$ cat src/rtl/uart_bridge_pkg.sv
// rtl/uart_bridge_pkg.sv - shared constants, state type and helpers for the UART register bridge
//
// Purpose: command/response byte codes, the bridge FSM state enum and the
// response byte selector used by uart_reg_bridge.
// Ports: none (package).

package uart_bridge_pkg;

    localparam logic [7:0] CMD_WR  = 8'h57;
    localparam logic [7:0] CMD_RD  = 8'h52;
    localparam logic [7:0] RSP_ACK = 8'h06;
    localparam logic [7:0] RSP_NAK = 8'h15;

    typedef enum logic [2:0] {
        S_IDLE    = 3'd0,
        S_ADDR_HI = 3'd1,
        S_ADDR_LO = 3'd2,
        S_DATA    = 3'd3,
        S_EXEC    = 3'd4,
        S_WAIT_RD = 3'd5,
        S_RESP    = 3'd6
    } bridge_state_e;

    // Response bytes go out MSB first: index 0 is word[31:24].
    function automatic logic [7:0] resp_byte(input logic [31:0] word, input logic [1:0] idx);
        logic [7:0] b;
        case (idx)
            2'd0:    b = word[31:24];
            2'd1:    b = word[23:16];
            2'd2:    b = word[15:8];
            default: b = word[7:0];
        endcase
        return b;
    endfunction

endpackage

$ cat src/rtl/uart_bridge_timeout.sv
// rtl/uart_bridge_timeout.sv - saturating inter-byte gap counter
//
// Purpose: counts cycles between received bytes of one frame and flags when
// the gap reaches LIMIT. The count holds at LIMIT instead of wrapping.
// Ports:
//   clk_i, rst_ni  clock, asynchronous active-low reset
//   clr_i          load zero (has priority over en_i)
//   en_i           count this cycle
//   expired_o      count has reached LIMIT

module uart_bridge_timeout #(
    parameter int unsigned LIMIT = 50000
) (
    input  logic clk_i,
    input  logic rst_ni,
    input  logic clr_i,
    input  logic en_i,
    output logic expired_o
);

    localparam int unsigned CW = $clog2(LIMIT + 1);

    logic [CW-1:0] cnt_q, cnt_d;

    assign expired_o = (cnt_q == CW'(LIMIT));

    always_comb begin
        cnt_d = cnt_q;
        if (clr_i) begin
            cnt_d = '0;
        end else if (en_i && !expired_o) begin
            cnt_d = cnt_q + CW'(1);
        end
    end

    always_ff @(posedge clk_i or negedge rst_ni) begin
        if (!rst_ni) begin
            cnt_q <= '0;
        end else begin
            cnt_q <= cnt_d;
        end
    end

endmodule

$ cat src/rtl/uart_reg_bridge.sv
// rtl/uart_reg_bridge.sv - UART byte stream to register bus initiator
//
// Purpose: parses CMD/ADDR_HI/ADDR_LO[/DATA x4] frames from a received byte
// stream, issues one reg_we or reg_re strobe per frame and returns ACK, NAK
// or four read-data bytes on a valid/ready byte stream.
// Ports:
//   clk_i, rst_ni                    clock, asynchronous active-low reset
//   rx_byte_i, rx_valid_i            received byte strobe (no backpressure)
//   tx_byte_o, tx_valid_o, tx_ready_i response byte stream
//   reg_addr, reg_wdata, reg_we,
//   reg_re, reg_rdata                register bus initiator port
//   busy_o                           frame in progress (state != IDLE)
//   err_o, err_clr_i                 sticky error flag and its clear

module uart_reg_bridge
    import uart_bridge_pkg::*;
#(
    parameter int unsigned TIMEOUT_CYCLES = 50000,
    parameter int unsigned READ_LATENCY   = 1
) (
    input  logic        clk_i,
    input  logic        rst_ni,
    input  logic [7:0]  rx_byte_i,
    input  logic        rx_valid_i,
    output logic [7:0]  tx_byte_o,
    output logic        tx_valid_o,
    input  logic        tx_ready_i,
    output logic [11:0] reg_addr,
    output logic [31:0] reg_wdata,
    output logic        reg_we,
    output logic        reg_re,
    input  logic [31:0] reg_rdata,
    output logic        busy_o,
    output logic        err_o,
    input  logic        err_clr_i
);

    bridge_state_e state_q;

    logic        is_wr_q;
    logic [11:0] addr_sh_q;
    logic [23:0] wdata_sh_q;
    logic [1:0]  byte_cnt_q;
    logic [1:0]  resp_last_q;
    logic [2:0]  lat_q;
    logic [31:0] resp_q;

    logic [7:0]  tx_byte_q;
    logic        tx_valid_q;
    logic [11:0] reg_addr_q;
    logic [31:0] reg_wdata_q;
    logic        reg_we_q;
    logic        reg_re_q;
    logic        err_q;

    logic in_frame;
    logic tmo_expired;
    logic cmd_ok;
    logic bad_cmd;
    logic tmo_hit;
    logic overrun;

    assign in_frame = (state_q == S_ADDR_HI) || (state_q == S_ADDR_LO) || (state_q == S_DATA);
    assign cmd_ok   = (rx_byte_i == CMD_WR) || (rx_byte_i == CMD_RD);
    assign bad_cmd  = (state_q == S_IDLE) && rx_valid_i && !cmd_ok;
    // A byte arriving in the expiry cycle still counts; only a silent cycle times out.
    assign tmo_hit  = in_frame && !rx_valid_i && tmo_expired;
    assign overrun  = rx_valid_i &&
                      ((state_q == S_EXEC) || (state_q == S_WAIT_RD) || (state_q == S_RESP));

    uart_bridge_timeout #(
        .LIMIT (TIMEOUT_CYCLES)
    ) u_timeout (
        .clk_i     (clk_i),
        .rst_ni    (rst_ni),
        .clr_i     (rx_valid_i || !in_frame),
        .en_i      (in_frame),
        .expired_o (tmo_expired)
    );

    always_ff @(posedge clk_i or negedge rst_ni) begin
        if (!rst_ni) begin
            state_q     <= S_IDLE;
            is_wr_q     <= 1'b0;
            addr_sh_q   <= '0;
            wdata_sh_q  <= '0;
            byte_cnt_q  <= '0;
            resp_last_q <= '0;
            lat_q       <= '0;
            resp_q      <= '0;
            tx_byte_q   <= '0;
            tx_valid_q  <= 1'b0;
            reg_addr_q  <= '0;
            reg_wdata_q <= '0;
            reg_we_q    <= 1'b0;
            reg_re_q    <= 1'b0;
            err_q       <= 1'b0;
        end else begin
            // Strobes are high for the single EXEC cycle only.
            reg_we_q <= 1'b0;
            reg_re_q <= 1'b0;

            if (bad_cmd || tmo_hit || overrun) begin
                err_q <= 1'b1;
            end else if (err_clr_i) begin
                err_q <= 1'b0;
            end

            case (state_q)
                S_IDLE: begin
                    if (rx_valid_i) begin
                        if (cmd_ok) begin
                            is_wr_q <= (rx_byte_i == CMD_WR);
                            state_q <= S_ADDR_HI;
                        end else begin
                            resp_q      <= {RSP_NAK, 24'h0};
                            resp_last_q <= 2'd0;
                            byte_cnt_q  <= 2'd0;
                            state_q     <= S_RESP;
                        end
                    end
                end
                S_ADDR_HI: begin
                    if (rx_valid_i) begin
                        addr_sh_q[11:8] <= rx_byte_i[3:0];
                        state_q         <= S_ADDR_LO;
                    end else if (tmo_expired) begin
                        state_q <= S_IDLE;
                    end
                end
                S_ADDR_LO: begin
                    if (rx_valid_i) begin
                        addr_sh_q[7:0] <= rx_byte_i;
                        byte_cnt_q     <= 2'd0;
                        if (is_wr_q) begin
                            state_q <= S_DATA;
                        end else begin
                            reg_addr_q <= {addr_sh_q[11:8], rx_byte_i};
                            reg_re_q   <= 1'b1;
                            state_q    <= S_EXEC;
                        end
                    end else if (tmo_expired) begin
                        state_q <= S_IDLE;
                    end
                end
                S_DATA: begin
                    if (rx_valid_i) begin
                        wdata_sh_q <= {wdata_sh_q[15:0], rx_byte_i};
                        byte_cnt_q <= byte_cnt_q + 2'd1;
                        if (byte_cnt_q == 2'd3) begin
                            reg_addr_q  <= addr_sh_q;
                            reg_wdata_q <= {wdata_sh_q, rx_byte_i};
                            reg_we_q    <= 1'b1;
                            state_q     <= S_EXEC;
                        end
                    end else if (tmo_expired) begin
                        state_q <= S_IDLE;
                    end
                end
                S_EXEC: begin
                    if (is_wr_q) begin
                        resp_q      <= {RSP_ACK, 24'h0};
                        resp_last_q <= 2'd0;
                        byte_cnt_q  <= 2'd0;
                        state_q     <= S_RESP;
                    end else begin
                        lat_q   <= 3'd1;
                        state_q <= S_WAIT_RD;
                    end
                end
                S_WAIT_RD: begin
                    // lat_q counts cycles since the reg_re cycle.
                    if (lat_q == 3'(READ_LATENCY)) begin
                        resp_q      <= reg_rdata;
                        resp_last_q <= 2'd3;
                        byte_cnt_q  <= 2'd0;
                        state_q     <= S_RESP;
                    end else begin
                        lat_q <= lat_q + 3'd1;
                    end
                end
                S_RESP: begin
                    if (!tx_valid_q) begin
                        tx_valid_q <= 1'b1;
                        tx_byte_q  <= resp_byte(resp_q, byte_cnt_q);
                    end else if (tx_ready_i) begin
                        if (byte_cnt_q == resp_last_q) begin
                            tx_valid_q <= 1'b0;
                            state_q    <= S_IDLE;
                        end else begin
                            byte_cnt_q <= byte_cnt_q + 2'd1;
                            tx_byte_q  <= resp_byte(resp_q, byte_cnt_q + 2'd1);
                        end
                    end
                end
                default: begin
                    state_q <= S_IDLE;
                end
            endcase
        end
    end

    assign tx_byte_o  = tx_byte_q;
    assign tx_valid_o = tx_valid_q;
    assign reg_addr   = reg_addr_q;
    assign reg_wdata  = reg_wdata_q;
    assign reg_we     = reg_we_q;
    assign reg_re     = reg_re_q;
    assign busy_o     = (state_q != S_IDLE);
    assign err_o      = err_q;

endmodule
$ cat config.mk
export PLATFORM = sky130hd
export DESIGN_NAME = uart_reg_bridge
export DESIGN_NICKNAME = d
export VERILOG_FILES = /design/src/rtl/uart_bridge_pkg.sv /design/src/rtl/uart_bridge_timeout.sv /design/src/rtl/uart_reg_bridge.sv
export SDC_FILE = /design/constraint.sdc
export NUM_CORES = 1
export LEC_CHECK = 0
export CORE_ASPECT_RATIO = 1.2
export CORE_MARGIN = 5
export CORE_UTILIZATION = 55
export CTS_CLUSTER_DIAMETER = 50
export CTS_CLUSTER_SIZE = 25
export DETAILED_ROUTE_END_ITERATION = 8
export HOLD_SLACK_MARGIN = 0.02
export PLACE_DENSITY_LB_ADDON = 0.25
export RECOVER_POWER = 50
export SETUP_SLACK_MARGIN = 0.2
export SLEW_MARGIN = 25
export SYNTH_ARGS = -nofsm -noshare
export SYNTH_HDL_FRONTEND = slang
export SYNTH_HIERARCHICAL = 1
export SYNTH_SLANG_ARGS = --single-unit
export TNS_END_PERCENT = 1
$ cat constraint.sdc
create_clock -name clk_i -period 2.4 [get_ports clk_i]
set_input_delay 0.72 -clock clk_i [delete_from_list [all_inputs] [get_ports clk_i]]
set_output_delay 0.72 -clock clk_i [all_outputs]
set_load 0.02 [all_outputs]
==> results <==
- The flow ran to the end, and the final reports show no timing, DRC or antenna violations.
- Setup repair after global routing could not meet its margin everywhere.
- Dividing the synthesized area by the synthesized cell count gives 10.3 µm².
- The clock network fraction of design power is 0.285.
- The post-route standard cell area excluding fillers is around 9400 µm².
- The clock slew seen by the registers of the worst setup and hold paths is ~0.06 ns.
- The clock buffer count from CTS is 17.
- The clock tree root driver cell is sky130_fd_sc_hd__clkbuf_16.
- The first detailed-routing pass took 6 iterations.
- At the worst endpoint, the required time is approximately 2.8 ns.
- The detailed placer's ending HPWL is 11.6 mm.
- The final routed DRC violation total is 0.
- The endpoint kind of the worst setup timing path is a flip-flop.
- The switching part of the total power is 0.335.
- Before CTS, the worst setup slack after placement is -0.432 ns.
- The number of distinct library cell variants in the gate-level netlist after synthesis is 59.
- The share of total power dissipated in sequential elements is 0.351.
- Summing all multi-input logic gate instances after layout gives 3150 µm².
- The path with the worst hold slack has its endpoint at reg_wdata[9].
- The number of buffers on the longest clock path is 2.
- The synthesized netlist cell count is ~700.
- The kind of launch point of the worst setup path is an input port.
- The first global-routing pass estimated 28.4 mm of wire.
- The clock sink count is 150.
- The depth of the worst register-to-register path is 8.
- In the routed layout, each cell is associated on average with a via count of 5.70.
- The die covers 15400 µm².
- Once detail routing completed, the nets flagged for antenna violations numbered 0.
- At the end of the flow the core is filled with cells to 0.739.
- The worst path needs 2.28 ns of the cycle, external delays included.
- At the later pin of the worst-skew pair, clock insertion delay measures 0.43 ns.
- Max-cap violations in this run came to 0.
- In this run the cell area of the synthesized design comes to 7170 µm².
- The worst hold path belongs to the class flip-flop to flip-flop.
- The area growth from synthesis to layout is 31.0%.
- The headroom to the max-slew limit is 0.123.
- The count of buffers from port buffering is slightly above 100.
- In this run the power spent charging and discharging nets is 3300 µW.
- The number of inserted diodes is 0.
- The number of synthesized flops with an enable pin is 0.
- For the worst setup path, the data arrival time is between 2 and 3 ns.
- The total of endpoints with negative setup slack in the final report is 0.
- Dividing total power by cell area gives a power density of between 1000 and 1500 nW/µm².
- Entering global routing, the biggest net connects 54 pins.
- The total of fill cells in the finished design is 900.
- The share of total power dissipated in combinational logic is 0.364.
- Synthesis produced a netlist with a net count of ~750.
- The sequential standard cell area is between 3000 and 4000 µm².
- Measured along the y axis, the die boundary spans 135 µm.
- The largest vdd supply drop is 0.594 mV.
- The all-layer global routing usage is 0.230.
- The initial antenna violation count was 0.
- The number of violations reported at the end of detailed-routing iteration 0 is 439.
- The clock tree synthesis step divided the H-tree into 4 levels.
- The max-slew violation count is 0.
- Counting flops and latches in the post-synthesis netlist gives 150.
- Static timing analysis puts the maximum clock frequency at 0.438 GHz.
- The overall via count from detail_route is 5734.
- The worst register-to-register path ends at u_timeout/cnt_q[9].
- In this run the horizontal extent of the chip is 114 µm.
- In the finished design, the share of the clock period the worst path needs comes to 0.952.
- At the end of routability-driven placement, the weighted congestion stood at 0.895.
- The fraction of the yosys area taken by sequential cells is 0.523.
- Counting flops with an async set or reset pin after synthesis yields a share of 1.00.
- The worst hold path begins at reg_wdata[9].
- TritonCTS built the clock tree.
- The dominant synthesized flop cell is sky130_fd_sc_hd__dfrtp_1.
- The total detailed-routing wirelength is between 15 and 20 mm.
- Of the cells placed in the final design, the portion with a size suffix greater than 1 is 0.217.
- The placed cell area is 8560 µm².
- In this run the count of I/O pins placed on the die edge is about 100.
- The setup path with the least slack is of type input port to flip-flop.
- In this run the worst path has a maximum fanout of 11.
- The analysis attributes to cell leakage a power of 0.00423 µW.
- The number of nets in the layout is 885.
- The initial cell density of the core is 0.564.
- Clock skew on the completed layout was measured at 0.00990 ns.
- The startpoint identified for the worst register-to-register timing path is state_q[0].
- The via count of the first global-routing pass came to 5692.
- The worst path setup slack after routing is between 0.1 and 0.15 ns.
- The worst hold path passes through 2 cells.
- The worst register-to-register path has a setup slack of approximately 0.31 ns.
- The transition time of the tightest slew-check pin is 1.32 ns.
- Setup total negative slack on the finished layout was measured at 0 ns.
- The placeable core region is 12700 µm².
- In this run the core area contains 45 standard-cell rows.
- For this run, the number of Yosys warnings is 6.
- The internal portion of the total power is 6550 µW.
- The overflow left after global routing is 0.
- The average wire length per cell after detail routing is 17.1 µm.
- The number of hold-slack violations in the final timing report is 0.
[power by group through the flow]
stage / Clock, µW / Combinational [µW] / Sequential (µW)
after floorplan: 0 / 1880 / 3590
after global placement: 0 / 2950 / 3460
after detailed placement: 0 / 3020 / 3490
after CTS: 2840 / 3460 / 3450
after global routing: 2960 / 3860 / 3540
final: 2810 / 3590 / 3460
[worst max path at each step]
stage,from,end,slack (ns),depth (start not counted)
2_1_floorplan,rx_byte_i[0],resp_q[24],0.18,8
3_3_place_gp,rx_byte_i[7],resp_q[6],-0.36,7
3_5_place_dp,rx_byte_i[7],resp_q[16],-0.43,7
4_1_cts,rx_byte_i[3],resp_q[23],0.17,8
5_1_grt,rx_byte_i[6],resp_q[27],0.08,8
6_report,rx_byte_i[6],resp_q[27],0.12,8
[metrics by stage]
stage	power (µW)	instances	hold slack, ns
2_1_floorplan	5470	699	0.424
3_3_place_gp	6410	965	0.447
3_5_place_dp	6500	965	0.459
4_1_cts	9750	1004	0.253
5_1_grt	10400	1006	0.494
6_report	9850	1006	0.473
[placed cells by master, fill, tap and decap left out, types with 6 or more instances in the layout]
cell                              synthesis  final
sky130_fd_sc_hd__clkbuf_16                0     19
sky130_fd_sc_hd__buf_4                    0     35
sky130_fd_sc_hd__nand3_1                  9      9
sky130_fd_sc_hd__buf_12                   1      6
sky130_fd_sc_hd__dlygate4sd2_1            0      7
sky130_fd_sc_hd__ha_1                    10     10
sky130_fd_sc_hd__mux2i_1                 19     19
sky130_fd_sc_hd__nor2_1                  36     36
sky130_fd_sc_hd__mux2_2                  50     50
sky130_fd_sc_hd__a211oi_1                 7      7
sky130_fd_sc_hd__dfrtp_1                150    150
sky130_fd_sc_hd__a21oi_1                 25     25
sky130_fd_sc_hd__inv_1                   23     23
sky130_fd_sc_hd__a222oi_1                16     16
sky130_fd_sc_hd__clkdlybuf4s50_1          0     92
sky130_fd_sc_hd__o21ai_0                 26     26
sky130_fd_sc_hd__o21ai_2                 33     33
sky130_fd_sc_hd__xnor2_1                  6      6
sky130_fd_sc_hd__nand4_1                  6      6
sky130_fd_sc_hd__nand2_1                168    168
[synthesized netlist by cell type, drive strengths merged, types with 2 or more instances]
cell type,count,area [µm²]
buf,20,146
xnor2,6,52.6
ha,10,125
a31oi,4,25.0
dfrtp,150,3750
and4,2,18.8
and2,3,18.8
nand3,9,45.0
nand2,168,631
o21ai,59,419
a211oi,7,52.6
nor3b,2,15.0
a21oi,26,134
o31ai,2,15.0
xor2,4,35.0
nand2b,2,12.5
nand4,7,58.8
o22ai,2,12.5
mux2i,19,190
mux2,50,563
nor3,6,30.0
a222oi,16,160
or3,6,45.0
clkbuf,23,88.8
nor4b,2,17.5
or4,2,15.0
o221ai,3,26.3
nor4,5,31.3
and3,2,13.8
a41oi,2,17.5
nor2,36,135
nor4bb,2,20.0
inv,24,90.1
nor2b,6,37.5
[state kept, by name, indices dropped and copies added, names as in the netlist]
signal,count
state_q,3
is_wr_q,1
lat_q,3
reg_we,1
reg_re,1
addr_sh_q,12
wdata_sh_q,24
tx_valid_o,1
resp_last_q,1
tx_byte_o,8
u_timeout/cnt_q,16
reg_wdata,32
err_o,1
byte_cnt_q,2
resp_q,32
reg_addr,12
[logic make-up after synthesis]
| group | after synthesis | share of synthesized area |
|---|---|---|
| AND/OR/NAND/NOR | 265 | 0.167 |
| buffers and inverters | 67 | 0.0454 |
| flip-flops | 150 | 0.523 |
| multiplexers | 69 | 0.105 |
| adder cells (fa/ha/maj) | 10 | 0.0174 |
| XOR/XNOR | 10 | 0.0122 |
| AO/OA/AOI/OAI | 128 | 0.130 |
[routing by layer]
metal | global-route usage | vias up | share of wire
met5 | 0 | - | 0
met4 | 0.0832 | 0 | 0.017
met3 | 0.0542 | 27 | 0.050
met2 | 0.366 | 174 | 0.51
met1 | 0.309 | 2836 | 0.42
li1 | - | 2697 | -
[final cells by class]
class | instances | area share
clock inverter | 14 | 0.0213
tap | 164 | 0.0218
timing repair buffer | 155 | 0.167
sequential | 150 | 0.399
inverter | 24 | 0.00972
multi-input combinational | 482 | 0.335
clock buffer | 17 | 0.0453
[critical path: stages]
cell	delay, ns
sky130_fd_sc_hd__dlygate4sd3_1	0.58
sky130_fd_sc_hd__or4b_4	0.52
sky130_fd_sc_hd__o2111ai_4	0.24
sky130_fd_sc_hd__buf_12	0.14
sky130_fd_sc_hd__buf_12	0.13
sky130_fd_sc_hd__buf_12	0.13
sky130_fd_sc_hd__nand2_1	0.09
sky130_fd_sc_hd__o21ai_2	0.08
[repair_timing]
action                                  CTS  global route
endpoints found under the setup margin   37            73
cloned                                    3             2
pin swaps                                 3             1
resized for setup                        13             5
buffers inserted                          5             0
hold buffers                              0             0
Power figures use the tool's default switching activity.
